--- src/rtl/uart_pkg.sv ---
// uart_pkg: shared types and helpers for the UART transceiver.
//   parity_mode_e : parity-mode encoding (odd, even, none)
//   tx_state_e    : transmit FSM states
//   rx_state_e    : receive FSM states
//   parity_bit()  : parity bit to send/expect for a data byte in a given mode
package uart_pkg;

    typedef enum logic [1:0] {
        ParOdd,
        ParEven,
        ParNone
    } parity_mode_e;

    typedef enum logic [2:0] {
        TxIdle,
        TxStart,
        TxData,
        TxParity,
        TxStop
    } tx_state_e;

    typedef enum logic [2:0] {
        RxIdle,
        RxStart,
        RxData,
        RxParity,
        RxStop
    } rx_state_e;

    // Odd mode makes the total count of ones (data + parity) odd.
    function automatic logic parity_bit(input logic [7:0] data, input parity_mode_e mode);
        case (mode)
            ParOdd:  return ~^data;
            ParEven: return ^data;
            default: return 1'b0;
        endcase
    endfunction

endpackage

--- src/rtl/uart_rx.sv ---
// uart_rx: deserialises frames from an asynchronous serial line.
// The line is double-flopped, the start bit is re-checked at mid-bit, and each following bit
// is sampled at its mid-point. Only frames with a good stop bit and parity update the output.
// Ports:
//   clk   in   system clock
//   rst   in   synchronous active-high reset
//   rx    in   serial line, asynchronous to clk
//   data  out  last valid received byte
//   rdy   out  data holds a valid, unacknowledged byte
//   ack   in   consumer acknowledge for rdy
module uart_rx
    import uart_pkg::*;
#(
    parameter int unsigned  CLKS_PER_BIT = 434,
    parameter parity_mode_e MODE         = ParOdd
) (
    input  logic       clk,
    input  logic       rst,
    input  logic       rx,
    output logic [7:0] data,
    output logic       rdy,
    input  logic       ack
);

    localparam int unsigned   CW        = $clog2(CLKS_PER_BIT);
    localparam logic [CW-1:0] LAST      = CW'(CLKS_PER_BIT - 1);
    localparam logic [CW-1:0] HALF_LAST = CW'(CLKS_PER_BIT / 2 - 1);

    rx_state_e     state;
    logic [CW-1:0] cnt;
    logic [2:0]    bit_idx;
    logic [7:0]    shreg;
    logic          par_ok;
    logic          rx_meta;
    logic          rx_sync;
    logic          bit_done;

    assign bit_done = (cnt == LAST);

    always_ff @(posedge clk) begin
        if (rst) begin
            rx_meta <= 1'b1;
            rx_sync <= 1'b1;
        end else begin
            rx_meta <= rx;
            rx_sync <= rx_meta;
        end
    end

    always_ff @(posedge clk) begin
        if (rst) begin
            state   <= RxIdle;
            cnt     <= '0;
            bit_idx <= '0;
            shreg   <= '0;
            par_ok  <= 1'b0;
            data    <= '0;
            rdy     <= 1'b0;
        end else begin
            // Placed before the FSM so a same-cycle load overrides the clear.
            if (rdy && ack) begin
                rdy <= 1'b0;
            end

            case (state)
                RxIdle: begin
                    cnt <= '0;
                    if (!rx_sync) begin
                        state <= RxStart;
                    end
                end

                RxStart: begin
                    // Mid-bit re-check rejects glitches shorter than half a bit.
                    if (cnt == HALF_LAST) begin
                        cnt     <= '0;
                        bit_idx <= '0;
                        state   <= rx_sync ? RxIdle : RxData;
                    end else begin
                        cnt <= cnt + 1'b1;
                    end
                end

                RxData: begin
                    if (bit_done) begin
                        cnt     <= '0;
                        shreg   <= {rx_sync, shreg[7:1]};
                        bit_idx <= bit_idx + 3'd1;
                        if (bit_idx == 3'd7) begin
                            par_ok <= 1'b1;
                            state  <= (MODE == ParNone) ? RxStop : RxParity;
                        end
                    end else begin
                        cnt <= cnt + 1'b1;
                    end
                end

                RxParity: begin
                    if (bit_done) begin
                        cnt    <= '0;
                        par_ok <= (rx_sync == parity_bit(shreg, MODE));
                        state  <= RxStop;
                    end else begin
                        cnt <= cnt + 1'b1;
                    end
                end

                RxStop: begin
                    if (bit_done) begin
                        cnt <= '0;
                        if (rx_sync && par_ok) begin
                            data <= shreg;
                            rdy  <= 1'b1;
                        end
                        state <= RxIdle;
                    end else begin
                        cnt <= cnt + 1'b1;
                    end
                end

                default: state <= RxIdle;
            endcase
        end
    end

endmodule

--- src/rtl/uart_tx.sv ---
// uart_tx: serialises one byte per accepted request.
// Frame: start(0), 8 data bits LSB first, optional parity, stop(1); each bit CLKS_PER_BIT cycles.
// Ports:
//   clk   in   system clock
//   rst   in   synchronous active-high reset
//   data  in   byte to send, sampled on acceptance
//   req   in   transmit request (level)
//   ack   out  one-cycle pulse the cycle after a request is accepted
//   tx    out  serial line, idles high
module uart_tx
    import uart_pkg::*;
#(
    parameter int unsigned  CLKS_PER_BIT = 434,
    parameter parity_mode_e MODE         = ParOdd
) (
    input  logic       clk,
    input  logic       rst,
    input  logic [7:0] data,
    input  logic       req,
    output logic       ack,
    output logic       tx
);

    localparam int unsigned   CW   = $clog2(CLKS_PER_BIT);
    localparam logic [CW-1:0] LAST = CW'(CLKS_PER_BIT - 1);

    tx_state_e     state;
    logic [CW-1:0] cnt;
    logic [2:0]    bit_idx;
    logic [7:0]    shreg;
    logic          bit_done;

    assign bit_done = (cnt == LAST);

    always_ff @(posedge clk) begin
        if (rst) begin
            state   <= TxIdle;
            cnt     <= '0;
            bit_idx <= '0;
            shreg   <= '0;
            ack     <= 1'b0;
            tx      <= 1'b1;
        end else begin
            ack <= 1'b0;
            if (state != TxIdle) begin
                cnt <= bit_done ? '0 : cnt + 1'b1;
            end

            case (state)
                TxIdle: begin
                    if (req) begin
                        shreg <= data;
                        ack   <= 1'b1;
                        tx    <= 1'b0;
                        state <= TxStart;
                    end else begin
                        tx <= 1'b1;
                    end
                end

                TxStart: begin
                    if (bit_done) begin
                        tx      <= shreg[0];
                        bit_idx <= '0;
                        state   <= TxData;
                    end
                end

                TxData: begin
                    if (bit_done) begin
                        if (bit_idx == 3'd7) begin
                            if (MODE == ParNone) begin
                                tx    <= 1'b1;
                                state <= TxStop;
                            end else begin
                                tx    <= parity_bit(shreg, MODE);
                                state <= TxParity;
                            end
                        end else begin
                            bit_idx <= bit_idx + 3'd1;
                            tx      <= shreg[bit_idx + 3'd1];
                        end
                    end
                end

                TxParity: begin
                    if (bit_done) begin
                        tx    <= 1'b1;
                        state <= TxStop;
                    end
                end

                TxStop: begin
                    // A pending request is taken on the last stop-bit edge so that
                    // back-to-back frames have no idle gap.
                    if (bit_done) begin
                        state <= TxIdle;
                        if (req) begin
                            shreg <= data;
                            ack   <= 1'b1;
                            tx    <= 1'b0;
                            state <= TxStart;
                        end
                    end
                end

                default: begin
                    tx    <= 1'b1;
                    state <= TxIdle;
                end
            endcase
        end
    end

endmodule

--- src/rtl/uart.sv ---
// uart: full-duplex 8-bit UART; thin wrapper around independent transmit and receive halves.
// Ports:
//   inclk    in   system clock
//   rst      in   synchronous active-high reset
//   tx_data  in   byte to transmit
//   tx_req   in   transmit request (level)
//   tx_ack   out  one-cycle pulse: tx_data accepted
//   tx       out  serial output, idles high
//   rx       in   serial input
//   rx_data  out  last received byte
//   rx_rdy   out  rx_data valid and unacknowledged
//   rx_ack   in   acknowledge for rx_rdy
module uart
    import uart_pkg::*;
#(
    parameter string       PARITY       = "ODD",
    parameter int unsigned CLKS_PER_BIT = 434
) (
    input  logic       inclk,
    input  logic       rst,
    input  logic [7:0] tx_data,
    input  logic       tx_req,
    output logic       tx_ack,
    output logic       tx,
    input  logic       rx,
    output logic [7:0] rx_data,
    output logic       rx_rdy,
    input  logic       rx_ack
);

    localparam parity_mode_e MODE = (PARITY == "NONE") ? ParNone :
                                    (PARITY == "EVEN") ? ParEven : ParOdd;

    uart_tx #(
        .CLKS_PER_BIT(CLKS_PER_BIT),
        .MODE        (MODE)
    ) u_tx (
        .clk (inclk),
        .rst (rst),
        .data(tx_data),
        .req (tx_req),
        .ack (tx_ack),
        .tx  (tx)
    );

    uart_rx #(
        .CLKS_PER_BIT(CLKS_PER_BIT),
        .MODE        (MODE)
    ) u_rx (
        .clk (inclk),
        .rst (rst),
        .rx  (rx),
        .data(rx_data),
        .rdy (rx_rdy),
        .ack (rx_ack)
    );

endmodule

--- config.mk ---
export PLATFORM = sky130hd
export DESIGN_NAME = uart
export DESIGN_NICKNAME = d
export VERILOG_FILES = /design/src/rtl/uart_pkg.sv /design/src/rtl/uart_rx.sv /design/src/rtl/uart_tx.sv /design/src/rtl/uart.sv
export SDC_FILE = /design/constraint.sdc
export NUM_CORES = 1
export LEC_CHECK = 0
export ABC_AREA = 1
export BUFFER_PORTS_ARGS = -buffer_cell sky130_fd_sc_hd__buf_4
export CAP_MARGIN = 20
export CORE_MARGIN = 2
export CORE_UTILIZATION = 35
export CTS_CLUSTER_SIZE = 30
export DETAILED_ROUTE_END_ITERATION = 12
export PLACE_DENSITY_LB_ADDON = 0.05
export SYNTH_ARGS = -nofsm -noshare
export SYNTH_HDL_FRONTEND = slang
export SYNTH_SLANG_ARGS = --single-unit
--- constraint.sdc ---
create_clock -name inclk -period 2.5 [get_ports inclk]
set_input_delay 0.125 -clock inclk [delete_from_list [all_inputs] [get_ports inclk]]
set_output_delay 0.125 -clock inclk [all_outputs]
set_load 0.005 [all_outputs]
* After elaboration in Yosys (flattened, before gate mapping) *
Index checks and enable logic that the tools add are counted.

word-level totals
  bits in registers = 60
  input port bits = 13
  logic and storage cells = 124

operators by class
  add/sub/neg operators = 4
  magnitude comparators = 1
  multiplexer cells = 54
  equal/unequal tests = 28
  reductions and logical operators = 22

operators with widths
  cell                                                                     number
  3-bit 2-to-1 mux                                                         17
  3-bit one-hot mux with 5 select lines                                    2
  9-bit 2-to-1 mux                                                         3
  9-bit one-hot mux with 3 select lines                                    1
  1-bit 2-to-1 mux                                                         21
  2-bit by 1-bit inequality test with 1-bit output, second input constant  10
  9-bit by 1-bit adder with 9-bit output, second input constant            2
  9-bit == test, second input constant                                     2
  8-bit 2-to-1 mux                                                         2
  8-bit one-hot mux with 2 select lines                                    1
  8-bit XNOR reduction                                                     2
  3-bit by 2-bit == test with 1-bit output, second input constant          4
  3-bit == test, second input constant                                     4
  3-bit one-hot mux with 2 select lines                                    2
  6-bit AND reduction                                                      2
  9-bit by 8-bit == test with 1-bit output, second input constant          1
  2-bit inequality test, second input constant                             4
  4-bit AND reduction                                                      2
  2-bit nonzero test                                                       4
  3-bit by 1-bit adder with 3-bit output, second input constant            2
  3-bit by 1-bit == test with 1-bit output, second input constant          2
  3-bit logical NOT                                                        2
  3-bit AND reduction                                                      2
  3-bit nonzero test                                                       2
  10 further kinds                                                         13

* Logic depth before layout (Yosys ltp) *
  word-level depth = 7
  mapped depth = 13

* By module *
Synthesis repeated with hierarchy kept, for this count alone.

unflattened totals
  cells, all modules = 486
  area, all modules = 3263.1 sq um

by module, submodules not included
  module   cells an instance  instances  area an instance (sq um)  seq. area each (sq um)
  uart_rx  264                1          1781.7                    700.7
  uart_tx  222                1          1481.4                    500.5

* Worst setup path after synthesis *
No wires, ideal clock.

  path type = register to register
  start = reg u_rx.cnt[0]
  end = reg u_rx.cnt[8]
  data arrival time = 1.318 ns
  required time = 2.385 ns
  library setup time = 0.115 ns
  stages on the path, launching flop included = 10
  path slack = 1.066 ns
  path through = dfxtp_1 -> ha_1 -> nand4_1 -> nor2_4 -> inv_2 -> nand2_2 -> nand3_2 -> nand2_4 -> inv_2 -> and3_1

between the ends
  longest elaborated chain between the ends = 3

RTL lines
  element                                                               RTL line        text
  start, declared                                                       uart_rx.sv:30   logic [CW-1:0] cnt;
  start signal, assigned                                                uart_rx.sv:80   cnt <= cnt + 1'b1;
  start signal, assigned                                                uart_rx.sv:94   cnt <= cnt + 1'b1;
  start signal, assigned                                                uart_rx.sv:104  cnt <= cnt + 1'b1;
  9-bit by 1-bit adder with 9-bit output, or another cell as far along  n/a
  9-bit 2-to-1 mux, on equally long branches                            n/a
  9-bit one-hot mux with 3 select lines *                               uart_rx.sv:65   case (state)

Every way passes the cells marked *; elsewhere a longest branch is shown, timed or not.
A chain may end at the register's enable or synchronous reset.

* Final worst setup path *
Same ends and word-level chain as after synthesis.

==> summary.txt <==
STA
  – Max-slew violations: 0
  – Relative slew slack: 62.9%
  – Count of final setup violators: 0
  – Max Clk Rate: 622 MHz
  – Setup TNS: 0 ns
  – Period utilization: 64.3%
  – Hold slack final: 0.0616 ns
  – Worst Clk Skew: 0.0165 ns
  – RSZ-0062 raised after global routing: no
  – Worst-margin pin slew: 0.555 ns
  – Hold Vio Cnt, Final: 0
  – Min Clock Period, post-route: 1.61 ns

Routing
  – Post-DRT Antenna Nets: 0
  – Total iterations of the first detailed-routing run: 4
  – Drt drc: 0
  – Initial DRC count: 85
  – Via-to-Cell Ratio: 4.79
  – Routed wire per std cell: 11.7 um
  – Drt total wl: 6590 um
  – DR vias: 2712

Die
  – Row count: 34
  – Initial Util: 36.3%
  – Die height: 99.6 um
  – Die area: 0.00992 mm2
  – Core area: 0.00881 mm2
  – Io pins: 24
  – Die Wd: 99.6 um

Pwr
  – Peak supply drop: 0.000472 V
  – Final Total Pwr: 0.00291 W
  – PwrDens: 797 mW/mm2
  – Pleak: 1.52 nW

Critical path
  – Top delay family on crit path: simple AND/OR/NAND/NOR gates
  – WP buf/inv: 2
  – Worst R2R Setup Slack: 0.89 ns
  – Max stage delay on crit path: 0.40 ns
  – CP arrival: 1.85 ns
  – Kind of launch point of the worst setup path: flip-flop
  – CP max-delay cell: dfxtp_1
  – Crit. End Element: flip-flop
  – Crit Path Class: flip-flop to flip-flop
  – Crit path required time: 2.74 ns
  – Worst-path maximum fanout: 5
  – CP cell instances: ha_1 -> nand4_1 -> nor2_4 -> inv_2 -> nand2_2 -> nand3_2 -> nand2_4 -> inv_2 -> and3_1
  – Crit-path most repeated cell: inv_2

Layout
  – Layout cells sized above 1: 19.2%
  – Number of fill cells: 923
  – Area grow syn2layout: 14.3%
  – Final non-filler cell total: 566
  – Multi-input logic area: 0.00170 mm2
  – Register area: 0.00120 mm2
  – ANT cells: 0
  – Final Net Count: 475

Yosys
  – Post-Syn Nets: 451
  – Cell taking the most area after synthesis: dfxtp_1
  – Post-synth top flop: dfxtp_1
  – Yosys warns: 0
  – Yosys top cell area share: 37.5%
  – Post-synth top cells: 79 x nand2_1, 60 x dfxtp_1, 51 x inv_1
  – Syn Std Cell Area: 0.00320 mm2
  – Netlist cell types: 46
  – Sequential area share after synthesis: 37.5%
  – Synthesis-stage register bit count: 60
  – EDFF count, synth: 0
  – Synth area leaders: dfxtp_1 38%, nand2_1 9.3%, a21oi_1 7.2%
  – Synthesized area per cell: 7.46 um2
  – Syn Inst Count: 429
  – Asr flop ratio synth: 0%
  – Most frequent cell after synthesis: nand2_1

Clock network
  – Clock Latency Late Sink: 0.34 ns
  – PostCTS Resize Cnt: 0
  – Max Buffers Root-to-Sink: 2
  – Post-CTS Hold Fix Bufs: 1
  – Num CTS Buffers: 9
  – CTS sink cnt: 60
  – Max H-tree Level: 3
  – Setup bufs post-CTS: 0
  – Clk slew on worst S/H paths: 0.08 ns
  – Clock tree from TritonCTS: built
  – Clock Root Buffer: clkbuf_8

Worst hold path
  – Worst min path class: input pin to flip-flop

Global routing
  – First-pass GRT wire length: 11300 um
  – Pin count of the biggest net entering global routing: 32
  – Overflow after GRT: 0
  – Initial antenna violation count: 0
  – Total global-route track usage: 14.0%
  – Number of global-route vias before repair: 2521

Outcome
  – Status: finished clean

Placed design
  – Post-detail-place hpwl: 4700 um
  – GPL Wtd Cong: 0.813
  – IO Port Bufs: 23
  – Cells after DPL: 549

Flow run
  – Max Cap Violations: 0
stage by stage:
| stage | setup slack (ns) | utilization (%) | area (um2) |
|---|---|---|---|
| after floorplan | 1.07 | - | 3200 |
| after global placement | 0.893 | 39.1 | 3450 |
| after detailed placement | 0.884 | 39.1 | 3450 |
| after CTS | 0.881 | 41.5 | 3660 |
| after global routing | 0.740 | 41.5 | 3660 |
| final | 0.892 | 41.5 | 3660 |
kinds of logic after synthesis:
group                    count (synthesis)  synth area share [%]
adder cells (fa/ha/maj)                  9                  3.52
XOR/XNOR                                12                  3.29
AO/OA/AOI/OAI                           97                  17.2
AND/OR/NAND/NOR                        176                  29.1
buffers and inverters                   75                  9.42
flip-flops                              60                  37.5
cell usage in the layout, fill, tap and decap left out, types with 12 or more instances in the layout:
cell type,n
o21ai_0,31
dfxtp_1,60
a21oi_1,46
buf_4,23
inv_1,51
inv_2,12
nor2_1,27
nand2_1,79
nand3_1,17
worst paths after layout:
check               startpoint            end  cells after the start
setup / recovery   u_rx.cnt[0]    u_rx.cnt[8]                      9
hold / removal      tx_data[0]  u_tx.shreg[0]                      3
setup reg to reg   u_rx.cnt[0]    u_rx.cnt[8]                      9
hold reg to reg   u_rx.rx_meta   u_rx.rx_sync                      1
worst reg2reg max path: cells and delay by family, from the launching register on:
kind	cells	cell delay, ns
buf+inv	2	0.18
simple gates	6	0.75
fa+ha+maj	1	0.20
flops	1	0.40
registers in the layout, summed over array words and instances, names as in the netlist, 3 cells and up:
| register | cells |
|---|---|
| u_rx.bit_idx | 3 |
| u_rx.cnt | 9 |
| u_rx.data | 8 |
| u_rx.shreg | 8 |
| u_rx.state | 3 |
| u_tx.bit_idx | 3 |
| u_tx.cnt | 9 |
| u_tx.shreg | 8 |
| u_tx.state | 3 |
where the power goes:
| part | internal (W) | switching, W | leakage (nW) |
|---|---|---|---|
| clock | 0.000463 | 0.000433 | 0.0877 |
| sequential | 0.00106 | 0.000117 | 0.487 |
| combinational | 0.000309 | 0.000537 | 0.949 |
| total | 0.00183 | 0.00109 | 1.52 |
area by class of cell:
cell class                 count  area share [%]
clock buffer                   9            3.39
timing repair buffer          24            4.99
sequential                    60            32.8
inverter                      64            6.57
clock inverter                 7            2.12
tap                          108            3.69
multi-input combinational    294            46.4
routing by layer:
metal / track usage (%) / share of wire, % / wire length, um / vias to the layer above
met3: 4.43 / 3.4 / 221 / 7
met4: 4.00 / 1.2 / 77 / 0
met1: 17.8 / 51 / 3340 / 1222
li1: - / - / - / 1449
met2: 22.9 / 45 / 2950 / 34
met5: 0 / 0 / 0 / -
(Power assumes the default switching activity.)
